**src/rtl/sound_sequencer_if.sv**
```systemverilog
// Handshake bundle between collision logic, the sound sequencer and the oscillator.
// The master drives the collision levels and the slave drives the oscillator controls.
interface sound_sequencer_if #(
  parameter int PERIOD_W = 16
);
  logic                goodColl;
  logic                badColl;
  logic                osc_en;
  logic [PERIOD_W-1:0] osc_period;
  logic                busy;
  logic                melody;
  logic                done;

  modport master (
    output goodColl, badColl,
    input  osc_en, osc_period, busy, melody, done
  );

  modport slave (
    input  goodColl, badColl,
    output osc_en, osc_period, busy, melody, done
  );
endinterface

```
**src/rtl/sound_sequencer.sv**
```systemverilog
// Plays a fixed GOOD or BAD melody on the oscillator in response to collision strobes.
// Notes and gaps are timed by one down-counter, and every output is registered.
module sound_sequencer #(
  parameter int NOTE_CYCLES = 1000,
  parameter int GAP_CYCLES  = 100,
  parameter int PERIOD_W    = 16
) (
  input logic               clk,
  input logic               nRst,
  sound_sequencer_if.slave  bus
);

  typedef enum logic [1:0] {IDLE, NOTE, GAP} state_e;

  localparam int MAX_CYC = (NOTE_CYCLES > GAP_CYCLES) ? NOTE_CYCLES : GAP_CYCLES;
  localparam int CNT_W   = (MAX_CYC > 1) ? $clog2(MAX_CYC) : 1;
  localparam logic [CNT_W-1:0] NOTE_LOAD = CNT_W'(NOTE_CYCLES - 1);
  localparam logic [CNT_W-1:0] GAP_LOAD  = CNT_W'(GAP_CYCLES - 1);

  state_e              state_q, state_d;
  logic [1:0]          idx_q, idx_d;
  logic [CNT_W-1:0]    cnt_q, cnt_d;
  logic                melody_q, melody_d;
  logic                good_q, bad_q, armed_q;
  logic                osc_en_q, osc_en_d;
  logic [PERIOD_W-1:0] period_q, period_d;
  logic                busy_q, busy_d;
  logic                done_q, done_d;
  logic                finish;
  logic                g_req, b_req, last_note, expired;

  function automatic logic [PERIOD_W-1:0] note_period(input logic mel, input logic [1:0] idx);
    logic [PERIOD_W-1:0] p;
    p = '0;
    case ({mel, idx})
      3'b0_00: p = PERIOD_W'(400);
      3'b0_01: p = PERIOD_W'(300);
      3'b1_00: p = PERIOD_W'(300);
      3'b1_01: p = PERIOD_W'(450);
      3'b1_10: p = PERIOD_W'(600);
      default: p = '0;
    endcase
    return p;
  endfunction

  // A level already high when reset releases is absorbed by the first edge, not seen as a rise.
  assign g_req     = armed_q & bus.goodColl & ~good_q;
  assign b_req     = armed_q & bus.badColl  & ~bad_q;
  assign last_note = melody_q ? (idx_q == 2'd2) : (idx_q == 2'd1);
  assign expired   = (cnt_q == '0);

  // NOTE: nRst is sampled only on the clock edge; every flop, the counter included, is cleared.
  always_ff @(posedge clk) begin
    if (!nRst) begin
      state_q  <= IDLE;
      idx_q    <= '0;
      cnt_q    <= '0;
      melody_q <= 1'b0;
      good_q   <= 1'b0;
      bad_q    <= 1'b0;
      armed_q  <= 1'b0;
      osc_en_q <= 1'b0;
      period_q <= '0;
      busy_q   <= 1'b0;
      done_q   <= 1'b0;
    end else begin
      // NOTE: sequential state uses non-blocking assignments so all flops update together.
      state_q  <= state_d;
      idx_q    <= idx_d;
      cnt_q    <= cnt_d;
      melody_q <= melody_d;
      good_q   <= bus.goodColl;
      bad_q    <= bus.badColl;
      armed_q  <= 1'b1;
      osc_en_q <= osc_en_d;
      period_q <= period_d;
      busy_q   <= busy_d;
      done_q   <= done_d;
    end
  end

  always_comb begin
    // NOTE: defaults first so that no path through this block infers a latch.
    state_d  = state_q;
    idx_d    = idx_q;
    cnt_d    = cnt_q;
    melody_d = melody_q;
    finish   = 1'b0;
    if (b_req) begin
      state_d  = NOTE;
      idx_d    = '0;
      cnt_d    = NOTE_LOAD;
      melody_d = 1'b1;
    end else if (g_req && !(state_q != IDLE && melody_q)) begin
      state_d  = NOTE;
      idx_d    = '0;
      cnt_d    = NOTE_LOAD;
      melody_d = 1'b0;
    end else begin
      unique case (state_q)
        IDLE: ;
        NOTE: begin
          if (!expired) begin
            cnt_d = cnt_q - CNT_W'(1);
          end else if (last_note) begin
            state_d = IDLE;
            finish  = 1'b1;
          end else begin
            state_d = GAP;
            cnt_d   = GAP_LOAD;
          end
        end
        GAP: begin
          if (!expired) begin
            cnt_d = cnt_q - CNT_W'(1);
          end else begin
            state_d = NOTE;
            idx_d   = idx_q + 2'd1;
            cnt_d   = NOTE_LOAD;
          end
        end
        default: state_d = IDLE;
      endcase
    end
  end

  // Outputs are decoded from the next state and then registered.
  always_comb begin
    osc_en_d = (state_d == NOTE);
    period_d = (state_d == NOTE) ? note_period(melody_d, idx_d) : '0;
    busy_d   = (state_d != IDLE);
    done_d   = finish;
  end

  assign bus.osc_en     = osc_en_q;
  assign bus.osc_period = period_q;
  assign bus.busy       = busy_q;
  assign bus.melody     = melody_q;
  assign bus.done       = done_q;

endmodule

```
**src/flat_wrapper.sv**
```systemverilog
// flat-port wrapper written by rule: the top's interface ports become plain ports
module sound_sequencer_flat 
#(
  parameter int NOTE_CYCLES = 1000,
  parameter int GAP_CYCLES  = 100,
  parameter int PERIOD_W    = 16
)
  (clk, nRst, bus_goodColl, bus_badColl, bus_osc_en, bus_osc_period, bus_busy, bus_melody, bus_done);
  sound_sequencer_if #(.PERIOD_W(PERIOD_W)) bus_i ();
  input logic clk;
  input logic nRst;
  input wire logic [$bits(bus_i.goodColl)-1:0] bus_goodColl;
  input wire logic [$bits(bus_i.badColl)-1:0] bus_badColl;
  output wire logic [$bits(bus_i.osc_en)-1:0] bus_osc_en;
  output wire logic [$bits(bus_i.osc_period)-1:0] bus_osc_period;
  output wire logic [$bits(bus_i.busy)-1:0] bus_busy;
  output wire logic [$bits(bus_i.melody)-1:0] bus_melody;
  output wire logic [$bits(bus_i.done)-1:0] bus_done;
  assign bus_i.goodColl = bus_goodColl;
  assign bus_i.badColl = bus_badColl;
  assign bus_osc_en = bus_i.osc_en;
  assign bus_osc_period = bus_i.osc_period;
  assign bus_busy = bus_i.busy;
  assign bus_melody = bus_i.melody;
  assign bus_done = bus_i.done;
  sound_sequencer #(.NOTE_CYCLES(NOTE_CYCLES), .GAP_CYCLES(GAP_CYCLES), .PERIOD_W(PERIOD_W)) u_core (.clk(clk), .nRst(nRst), .bus(bus_i));
endmodule
```
**config.mk**
```make
export PLATFORM = sky130hd
export DESIGN_NAME = sound_sequencer_flat
export DESIGN_NICKNAME = d
export VERILOG_FILES = /design/src/rtl/sound_sequencer_if.sv /design/src/rtl/sound_sequencer.sv /design/src/flat_wrapper.sv
export SDC_FILE = /design/constraint.sdc
export NUM_CORES = 1
export LEC_CHECK = 0
export CORE_ASPECT_RATIO = 0.9
export CORE_MARGIN = 2
export CORE_UTILIZATION = 40
export CTS_CLUSTER_DIAMETER = 120
export DETAILED_ROUTE_END_ITERATION = 10
export GPL_ROUTABILITY_DRIVEN = 0
export PLACE_DENSITY = 0.6
export RECOVER_POWER = 100
export SYNTH_ARGS = -nofsm -noshare
export SYNTH_HDL_FRONTEND = slang
export SYNTH_SLANG_ARGS = --single-unit
```
**constraint.sdc**
```tcl
create_clock -name clk -period 2.4 [get_ports clk]
set_clock_uncertainty 0.1 [all_clocks]
set_input_delay 0.48 -clock clk [delete_from_list [all_inputs] [get_ports clk]]
set_output_delay 0.48 -clock clk [all_outputs]
set_load 0.02 [all_outputs]
```
# After elaboration in Yosys (flattened, before gate mapping)
# Cells that the tools add are included.
totals:
  output_inout_bits: 20
  elab_cells: 72
  input_bits: 4
  ff_bits: 37
classes:
  n_reduce_logical: 16
  n_bitwise: 9
  n_eq_ne: 11
  add_sub_neg: 2
  n_mux: 22
op_table:
  columns: ["cell", "n"]
  rows:
  - ["10-bit two-way mux", 5]
  - ["10-bit case mux with 4 select lines", 1]
  - ["10-bit case mux with 2 select lines", 1]
  - ["2-bit two-way mux", 9]
  - ["10-bit zero test", 1]
  - ["10-bit by 1-bit subtractor with 10-bit output (second input constant)", 1]
  - ["3-bit equality test (second input constant)", 3]
  - ["2-bit by 1-bit equality test with 1-bit output (second input constant)", 3]
  - ["2-bit case mux with 3 select lines", 1]
  - ["2-bit AND reduction", 3]
  - ["2-bit nonzero test", 3]
  - ["1-bit two-way mux", 5]
  - ["5-bit by 4-bit inequality test with 1-bit output (second input constant)", 1]
  - ["1-bit NOT", 5]
  - ["5-bit OR reduction", 1]
  - ["1-bit AND", 4]
  - ["2-bit equality test (second input constant)", 2]
  - ["4-bit nonzero test", 1]
  - ["3-bit by 1-bit equality test with 1-bit output (second input constant)", 1]
  - ["3-bit zero test", 1]
  - ["3-bit inequality test (second input constant)", 1]
  - ["3-bit OR reduction", 1]
  - ["2-bit by 1-bit adder with 2-bit output (second input constant)", 1]
  - ["1-bit logical AND", 2]
  - ["3 further kinds", 3]

# Depth between registers and ports, before layout
logic_depth:
  ltp_word: 9
  depth_mapped: 8
  depth_no_buf: 7

# Worst setup path after synthesis
# OpenSTA, ideal clock, no wires.
synth_timing:
  path_type: "register -> register"
  from: "register u_core.cnt_q[0]"
  to: "register u_core.period_q[7], in the netlist u_core.bus.osc_period[7]"
  stages_incl_launch_ff: 8
  setup_time_ns: 0.078
  required_ns: 2.222
  n_path_buf: 0
  setup_slack_ns: 0.233
  synth_period_minus_slack_ns: 2.167
  arrival_ns: 1.989
  cell_sequence: "dfxtp_1 inv_1 ha_1 or4b_4 nor4_4 mux2i_1 nand2_1 nor3_1"
synth_via:
  elab_chain_len: 8
  elab_cells_between_ends: 19
  cone_classes: "5 x eq/ne; 10 x mux; 4 x reduce/logical"
synth_lines:
  columns: ["item", "line_no", "rtl"]
  rows:
  - ["start: declaration", "sound_sequencer.sv:22", "logic [CNT_W-1:0] cnt_q, cnt_d;"]
  - ["start signal: assignment", "sound_sequencer.sv:70", "cnt_q <= cnt_d;"]
  - ["10-bit zero test (*)", "sound_sequencer.sv:50", "assign expired = (cnt_q == '0);"]
  - ["2-bit two-way mux", "sound_sequencer.sv:114", "if (!expired) begin"]
  - ["2-bit two-way mux", "sound_sequencer.sv:100", "unique case (state_q)"]
  - ["2-bit two-way mux", "sound_sequencer.sv:94", "end else if (g_req && !(state_q != IDLE && melody_q)) begin"]
  - ["2-bit two-way mux", "sound_sequencer.sv:89", "if (b_req) begin"]
  - ["3-bit by 1-bit equality test with 1-bit output or 3-bit equality test (tied branches)", "sound_sequencer.sv:35", "case ({mel, idx})"]
  - ["2-bit OR reduction (no source line)", null, null]
  - ["10-bit case mux with 4 select lines", "sound_sequencer.sv:35", null]
  - ["end signal: assignment", "sound_sequencer.sv:76", "period_q <= period_d;"]
  - ["end: declaration", "sound_sequencer.sv:26", "logic [PERIOD_W-1:0] period_q, period_d;"]
# Mark *: on every way between the ends. The rest lies on a longest branch, timed or not.
# A chain may end at the register's enable or synchronous reset.

# Worst setup path after layout
layout_timing:
  from: "register u_core.cnt_q[0]"
  to: "register u_core.period_q[6], in the netlist u_core.bus.osc_period[6]"
# The elaborated chain is that of the path after synthesis.

==> impl_results.md <==
* Most used DFF post-synth: dfxtp_1
* Seq. cell area at 580.6 um^2
* Area leader, netlist: dfxtp_1
* Number of buffers created by CTS at 5
* Synth warn at 0
* Placed cell count at 251
* Most common cell in the netlist: dfxtp_1
* Die X-Extent at 71.58 um
* Hold Crit Class: reg2reg
* Hold buffer count at CTS at 0
* CTS Buffer Depth at 2
* Final TNS setup at 0 ns
* EDFF count, synth at 0
* Initial antenna violation count at 0
* Final hold violation count at 0
* Yosys cell types at 55
* Total number of vias at 1417
* DR DRC count at 0
* Kind of end point of the critical path: flop
* Clock sinks at 29
* R2r endpoint: u_core.bus.osc_period[6]
* Clock power share at 32.4%
* R2r setup slk at 0.15 ns
* Detailed Route WL at 3781 um
* Final ANT Viol Nets at 0
* Area share of the largest cell type after synthesis at 35.31%
* Hold Path Depth at 2
* Initial Util at 40.91%
* Fillers at 393
* RSZ-0062 raised after global routing: false
* Synthesis-stage register bit count at 29
* Placed cell areas at 1917 um^2
* Sw Ratio at 31.70%
* Sequential fraction of the synthesis area at 35.31%
* Async set or reset register ratio after synthesis at 0%
* Syn Area/Cell at 9.134 um^2
* H-Tree Depth at 2
* Achievable frequency at 0.4436 GHz
* CP max stage delay at 0.51 ns
* Family with the most delay on the worst path: simple AND/OR/NAND/NOR gates
* Slew Limit Fails at 0
* CTS clock-pin slew for the worst setup and hold paths at 0.06 ns
* Fin area at 1987 um^2
* Crit path max fanout at 4
* Nets at 220
* Area Overhead vs Synth at 20.85%
* Rows at 22
* First-pass GRT wire length at 6348 um
* Setup Fix Bufs, Post-CTS at 0
* Data arrival, critical path at 2.32 ns
* Buf/Inv on CP at 2
* Slowest CP cell: or4b_4
* Max_cap viols at 0
* DR WL/cell at 14.60 um
* Vias in the first global route at 1387
* Worst R2R Path Depth at 8
* IR drop worst, VDD at 381.6 uV
* Final setup violating endpoints at 0
* Cell count after synthesis at 180
* Final Cycle Share at 93.93%
* CP required at 2.47 ns
* Min-Delay Endpoint: u_core.cnt_q[5]
* Final min period at 2.254 ns
* Comb pwr share at 26.7%
* Switch Pwr at 0.4372 mW
* Pre-antenna DRT Iters at 4
* Multi-input gate area at 934.6 um^2
* Final Power at 1.379 mW
* CP Class: reg2reg
* CP Cell Sequence: inv_1 -> ha_1 -> or4b_4 -> nor4_4 -> mux2i_1 -> buf_4 -> xor2_1 -> nor3_2
* Flop pwr share at 40.9%
* Int Power at 0.9420 mW
* I/O pin count at 24
* Fin cells at 259
* 1st-iter DRT viols at 83
* Crit start category: flop
* Die Ht at 64.82 um
* DP Wirelength at 2847 um
* Via/cell ratio at 5.471
* Reg2reg start: u_core.cnt_q[0]
* Hold_sp: u_core.cnt_q[5]
* Synth top cells by count: 29 x dfxtp_1, 13 x nand2_1, 12 x inv_1
* Die Area at 4640 um^2
* CORE AREA at 4019 um^2
* Mapped cell area at 1644 um^2
* GRT Total Usage at 17.80%
* CTS tree: done
* Clock Latency Late Sink at 0.29 ns
* IO Port Bufs at 16
* Diodes inserted at 0
* Hold Worst Slack at 0.4047 ns
* Pwr/cell area at 694.2 nW/um^2
* Status: complete, no violations
* Grt total ovfl at 0
* P_leak at 0.8244 nW
* CTS root buf: clkbuf_8
* Largest net degree at the start of global routing at 12
* Top cells by area, synth: dfxtp_1 35%, ha_1 4.6%, buf_4 3.7%
* Share of cells above drive strength 1 at 16.59%
how the worst max path moves through the flow:
stage,end,cells after the start,start
global route,u_core.bus.osc_period[5],8,u_core.cnt_q[0]
finish,u_core.bus.osc_period[6],8,u_core.cnt_q[0]
global placement,u_core.cnt_q[6],7,bus_goodColl
floorplan,u_core.bus.osc_period[7],7,u_core.cnt_q[0]
CTS,u_core.bus.osc_period[7],8,u_core.cnt_q[0]
detailed placement,u_core.cnt_q[8],6,bus_goodColl
area by class of cell:
type                    instances  share of cell area (%)
clock buffers                   7                   4.849
clock inverters                 1                  0.2519
well taps                      48                   3.023
repair buffers                 31                   13.35
inverters                      12                   2.267
multi-input cells             131                   47.04
flip-flops and latches         29                   29.22
logic make-up (layout without fill, tap and decap cells):
logic type                 Yosys count  count (layout)  synth area share [%]
adders and majority gates            6               6                 4.566
buffers and inverters               26              51                 7.762
DFF                                 29              29                 35.31
muxes                                3               3                 2.131
and+or+nand+nor                     63              63                 26.03
AOI/OAI and AO/OA                   48              48                 21.84
xor gates and xnor gates             4               4                 2.131
other                                1               7                0.2281
worst reg2reg max path, delay by kind of cell (launching register included):
family | cells | cell delay, ns
buf+inv | 2 | 0.27
mux | 1 | 0.23
fa+ha+maj | 1 | 0.16
simple gates | 3 | 0.86
flops | 1 | 0.33
xor+xnor | 1 | 0.17
metal layers:
layer | up-vias | wire [um] | track usage (%)
li1 | 702 | - | -
met1 | 681 | 1629 | 19.92
met2 | 24 | 1918 | 30.32
met3 | 10 | 143 | 5.754
met4 | 0 | 88 | 8.726
met5 | - | 0 | 0
through the flow:
step                      util, %  setup slack (ns)
after floorplan                 -            0.2334
after global placement      47.70            0.1288
after detailed placement    47.70           0.09958
after CTS                   50.22            0.1173
after global routing        49.44          0.003220
final                       49.44            0.1456
state kept, by name (all words and copies together), names as in the netlist:
signal,count
u_core.cnt_q,10
u_core.bus.osc_period,8
u_core.idx_q,2
u_core.state_q,2
u_core.armed_q,1
u_core.bad_q,1
u_core.bus.busy,1
u_core.bus.done,1
u_core.bus.melody,1
u_core.bus.osc_en,1
u_core.good_q,1
power by group through the flow:
stage          logic (mW)  registers, mW  clock network (mW)
2_1_floorplan       0.247          0.581                   0
3_3_place_gp        0.371          0.572                   0
3_5_place_dp        0.379          0.575                   0
4_1_cts             0.381          0.564               0.461
5_1_grt             0.405          0.569               0.484
6_report            0.369          0.564               0.447
what timing repair did:
| item | CTS | global route |
|---|---|---|
| setup endpoints to repair | 0 | 1 |
| hold endpoints to repair | 0 | 0 |
| gates resized for setup | 0 | 1 |
layout by cell type, fill, tap and decap left out, drive strengths merged, types with 2 or more instances in the layout:
cell type      count
a211oi             6
a21o               3
a21oi             10
a31oi              4
and2               4
and3               2
and3b              3
and4               2
buf               13
clkbuf             9
clkdlybuf4s50      3
conb               7
dfxtp             29
dlygate4sd3       13
ha                 6
inv               12
mux2i              2
nand2             13
nand2b             2
nand3              6
nand4b             2
nor2               9
nor3               7
nor3b              3
nor4               4
nor4b              2
o211a              3
o21a               2
o21ai              9
o2bb2ai            3
xnor2              2
xor2               2
Power figures use the tool's default switching activity.
